--- src/rtl/decoder_scan.sv ---
// -----------------------------------------------------------------------------
// decoder_scan
//
// Registered N-to-2^N one-hot decoder with enable and two operating modes:
//   direct : a handshaked address is decoded and held on Y
//   scan   : Y walks through every output in turn, DWELL cycles per output,
//            for row/column strobe and select-line sequencing
//
// Ports
//   clk         clock, all state updates on the rising edge
//   rst         asynchronous active-high reset
//   e_i         enable; 0 forces Y inactive and Y_VALID low
//   mode_i      0 = direct decode, 1 = scan
//   a_i         address to decode in direct mode
//   a_valid_i   a_i is valid this cycle
//   a_ready_o   combinational, e_i & ~mode_i
//   y_o         registered one-hot output (polarity set by ACTIVE_LOW)
//   y_valid_o   y_o holds a decoded value
//   scan_idx_o  index currently driven active
//   wrap_o      one-cycle pulse when the scan wraps from 2^N-1 back to 0
//
// Parameters
//   N           address width, output width is 2^N
//   DWELL       cycles each output stays active in scan mode (1 or more)
//   ACTIVE_LOW  1 inverts y_o only (active bit 0, inactive bits 1)
//
// State | meaning
// ------+------------------------------------------------
// IDLE  | outputs inactive, y_valid_o low
// HOLD  | direct-mode address latched and held on y_o
// SCAN  | autonomous sequencing through all outputs
// -----------------------------------------------------------------------------
module decoder_scan #(
    parameter int unsigned N          = 2,
    parameter int unsigned DWELL      = 4,
    parameter bit          ACTIVE_LOW = 1'b0
) (
    input  logic                clk,
    input  logic                rst,
    input  logic                e_i,
    input  logic                mode_i,
    input  logic [N-1:0]        a_i,
    input  logic                a_valid_i,
    output logic                a_ready_o,
    output logic [(1<<N)-1:0]   y_o,
    output logic                y_valid_o,
    output logic [N-1:0]        scan_idx_o,
    output logic                wrap_o
);

    localparam int unsigned W  = 1 << N;
    // Counter only ever needs to reach DWELL-1; sized for DWELL to keep the
    // width at least one bit when DWELL is 1.
    localparam int unsigned CW = $clog2(DWELL + 1);

    localparam logic [CW-1:0] CNT_LAST   = CW'(DWELL - 1);
    localparam logic [N-1:0]  IDX_LAST   = {N{1'b1}};
    localparam logic [W-1:0]  Y_INACTIVE = ACTIVE_LOW ? {W{1'b1}} : {W{1'b0}};

    localparam logic [1:0] ST_IDLE = 2'd0;
    localparam logic [1:0] ST_HOLD = 2'd1;
    localparam logic [1:0] ST_SCAN = 2'd2;

    logic [1:0]    state_q, state_d;
    logic [N-1:0]  idx_q,   idx_d;
    logic [CW-1:0] cnt_q,   cnt_d;
    logic          valid_q, valid_d;
    logic          wrap_q,  wrap_d;
    logic [W-1:0]  y_q,     y_d;

    assign a_ready_o = e_i & ~mode_i;

    // Priority: enable, then mode, then address handshake.
    always_comb begin
        state_d = state_q;
        idx_d   = idx_q;
        cnt_d   = cnt_q;
        valid_d = valid_q;
        wrap_d  = 1'b0;

        if (!e_i) begin
            state_d = ST_IDLE;
            idx_d   = '0;
            cnt_d   = '0;
            valid_d = 1'b0;
        end else if (mode_i) begin
            if (state_q != ST_SCAN) begin
                // Scan entry always starts at index 0 and never flags a wrap.
                state_d = ST_SCAN;
                idx_d   = '0;
                cnt_d   = '0;
                valid_d = 1'b1;
            end else if (cnt_q == CNT_LAST) begin
                cnt_d  = '0;
                idx_d  = idx_q + 1'b1;
                wrap_d = (idx_q == IDX_LAST);
            end else begin
                cnt_d = cnt_q + 1'b1;
            end
        end else if (a_valid_i) begin
            state_d = ST_HOLD;
            idx_d   = a_i;
            cnt_d   = '0;
            valid_d = 1'b1;
        end else if (state_q != ST_HOLD) begin
            // Leaving scan without a new address drops to idle; this branch
            // also steers any unused encoding back to idle.
            state_d = ST_IDLE;
            idx_d   = '0;
            cnt_d   = '0;
            valid_d = 1'b0;
        end

        // Y is stored already polarised so the output pins come straight
        // from flops.
        if (valid_d) begin
            y_d = (W'(1) << idx_d) ^ Y_INACTIVE;
        end else begin
            y_d = Y_INACTIVE;
        end
    end

    always_ff @(posedge clk or posedge rst) begin
        if (rst) begin
            state_q <= ST_IDLE;
            idx_q   <= '0;
            cnt_q   <= '0;
            valid_q <= 1'b0;
            wrap_q  <= 1'b0;
            y_q     <= Y_INACTIVE;
        end else begin
            state_q <= state_d;
            idx_q   <= idx_d;
            cnt_q   <= cnt_d;
            valid_q <= valid_d;
            wrap_q  <= wrap_d;
            y_q     <= y_d;
        end
    end

    assign y_o        = y_q;
    assign y_valid_o  = valid_q;
    assign scan_idx_o = idx_q;
    assign wrap_o     = wrap_q;

endmodule

--- config.mk ---
export PLATFORM = sky130hd
export DESIGN_NAME = decoder_scan
export DESIGN_NICKNAME = d
export VERILOG_FILES = /design/src/rtl/decoder_scan.sv
export SDC_FILE = /design/constraint.sdc
export NUM_CORES = 1
export LEC_CHECK = 0
export ABC_AREA = 1
export BUFFER_PORTS_ARGS = -buffer_cell sky130_fd_sc_hd__buf_2
export CAP_MARGIN = 20
export CORE_MARGIN = 10
export CORE_UTILIZATION = 40
export CTS_CLUSTER_DIAMETER = 120
export DETAILED_ROUTE_END_ITERATION = 12
export PLACE_DENSITY_LB_ADDON = 0.08
export SLEW_MARGIN = 20
export SYNTH_ARGS = -nofsm -noshare
export SYNTH_HDL_FRONTEND = slang
export SYNTH_SLANG_ARGS = --single-unit
--- constraint.sdc ---
create_clock -name clk -period 2.6 [get_ports clk]
set_clock_uncertainty 0.15 [all_clocks]
set_input_delay 0.39 -clock clk [delete_from_list [all_inputs] [get_ports clk]]
set_output_delay 0.39 -clock clk [all_outputs]
set_load 0.02 [all_outputs]
==> run summary <==
Status = complete, no violations
Root Buffer = clkbuf_4
Clk slew on worst S/H paths = 0.08 ns
Later-pin clock latency in the skew report = 0.27 ns
Area leader, netlist = dfrtp_1
Layout Utilization = 0.514
Gr usage total = 0.0769
Core Footprint = 1520 µm²
Vias in the first global route = 501
Slowest stage delay, CP = 0.45 ns
Cell Area, Synth = 652 µm²
Share of cells above drive strength 1 = 0.385
CP bufs+invs = 1
Hold Path Class = in2reg
Antenna cells = 0
Pin count of the biggest net entering global routing = 14
Cell internal pwr = 0.282 mW
Avg Synthesized Cell Area = 8.58 µm²
I/O pins = 16
Worst Max-Slew Pin Slew = 0.482 ns
Seq/Total Area, Yosys = 0.499
Sink Count = 13
Row Count = 14
Aggregate global routing overflow = 0
Psw = 0.0971 mW
Final nets = 106
First-pass GRT wire length = 2150 µm
Comb pwr share = 0.116
Number of warning messages in the yosys log = 0
Die outline width = 60.4 µm
Post-synth ARST share = 1.00
Max clock buf depth = 2
Slowest cell on crit path = dfrtp_1
Initial antenna violation count = 0
Clock share of power = 0.325
Switching part of the total = 0.256
Syn Nets = 85
WL/cell = 11.4 µm
Drt pass-1 iters = 4
Critical-path cell list = buf_2
Number of setup buffers added after CTS = 0
Port bufs = 15
RSZ-0062 raised after global routing = no
Design Power = 0.379 mW
Placed cell count = 107
Hold_sp = a_i[0]
Sequential share of power = 0.559
Arr. time, crit path = 0.93 ns
Final WL = 1280 µm
RePlAce Congestion = 0.745
Leak pwr = 0.454 nW
Kind of cell adding the most delay to the critical path = flip-flops
Starting Density = 0.428
CTS tree = built
Max Fclk = 0.680 GHz
ANT nets after route = 0
R2r startpoint = scan_idx_o[0]$_DFF_PP0_
Final slew viol count = 0
EDFF count, synth = 0
DRC Markers = 0
Max-Cap Viols = 0
CTS resizes = 0
CP startpoint = scan_idx_o[0]$_DFF_PP0_
Part of the cycle the worst path needs = 0.565
Die area = 3640 µm²
CP Max Fanout = 5
DR vias/cell = 4.39
CP Class = reg2out
Max VDD drop = 0.259 mV
Most frequent cell after synthesis = nand2_1
Setup crit start kind = flop
Crit path time final = 1.47 ns
Area fraction of the dominant cell type after synthesis = 0.499
Non-filler instance count after layout = 112
Syn Inst Count = 76
Unique cell type count in the Yosys netlist = 13
Primary FF master, synth = dfrtp_1
Critical Path RT = 2.06 ns
Worst rel slew slack = 0.678
CTS Hold Bufs = 1
Synth top cells by count = nand2_1, dfrtp_1, nor2_1
HPWL Detailed = 1040 µm
Total CTS buffers = 3
Vias = 492
Iter 0 DRT Violations = 12
Power density cells = 484 nW/µm²
H-tree depth = 1
Final count of negative-setup-slack endpoints = 0
Synth top area cells = dfrtp_1, nand2_1, nor2_1, nand3_2, nand2_2
Setup TNS = 0 ns
Die height = 60.4 µm
Worst setup EP type = output pin
Fill cell count = 146
Syn-to-layout area delta = 20.2%
Final hold violation count = 0
Seq cells post-synth = 13
==> through the flow <==
step                      cell area [µm²]  hold slack (ns)  worst slack [ns]
after floorplan                       652            0.117              1.20
final                                 783            0.231              1.13
after global placement                747            0.289              1.17
after detailed placement              747            0.290              1.18
after CTS                             783            0.227              1.12
after global routing                  783            0.230              1.04
==> power groups by stage <==
stage | clock, mW | sequential, mW | combinational (mW)
global placement | 0 | 0.216 | 0.0437
detailed placement | 0 | 0.216 | 0.0437
global route | 0.140 | 0.213 | 0.0495
floorplan | 0 | 0.221 | 0.0234
CTS | 0.128 | 0.212 | 0.0449
finish | 0.123 | 0.212 | 0.0438
==> metal layers <==
layer / global-route usage / up-vias / share of wire
met3: 0.0438 / 0 / 0.075
met5: 0 / - / 0
met4: 0.0192 / 0 / 0
li1: - / 273 / -
met2: 0.101 / 10 / 0.44
met1: 0.104 / 209 / 0.48
==> tightest hold or removal path: cells and delay by family <==
family / cells / cell delay, ns
buf+inv: 1 / 0.07
simple gates: 2 / 0.16
==> registers in the layout (all words and copies together), names as in the netlist <==
register / cells
state_q: 2
y_o: 4
scan_idx_o: 2
cnt_q: 3
wrap_o: 1
y_valid_o: 1
==> final timing paths <==
path / endpoint / slack, ns / depth (start not counted)
max in group asynchronous: state_q[0]$_DFFE_PP0P_ / 1.45 / 3
min in group asynchronous: y_o[0]$_DFF_PP0_ / 0.52 / 3
setup reg to reg: y_o[2]$_DFF_PP0_ / 1.18 / 5
hold / removal: scan_idx_o[0]$_DFF_PP0_ / 0.23 / 3
hold reg to reg: cnt_q[1]$_DFFE_PP0P_ / 0.35 / 2
setup / recovery: scan_idx_o[0] / 1.13 / 1
==> placed cells by master (no fill, tap or decap), drive strengths merged <==
cell	n
nand2	20
nor2	17
buf	15
dfrtp	13
inv	12
nand3	10
clkbuf	4
ha	2
o21ai	2
dlygate4sd3	1
==> layout make-up <==
class,count,area (µm²),area share
flip-flops and latches,13,325,0.415
multi-input cells,51,282,0.359
repair buffers,16,85.1,0.109
inverters,12,45.0,0.0575
clock buffers,4,26.3,0.0335
well taps,16,20.0,0.0256
==> logic make-up (layout without fill, tap and decap cells) <==
kind of cell,count (synthesis),count (layout),share of synthesized area
fa+ha+maj,2,2,0.0384
flops,13,13,0.499
compound gates,2,2,0.0153
simple gates,47,47,0.378
buf+inv,12,32,0.0691
Note: power is estimated with default switching activity, not from simulation.
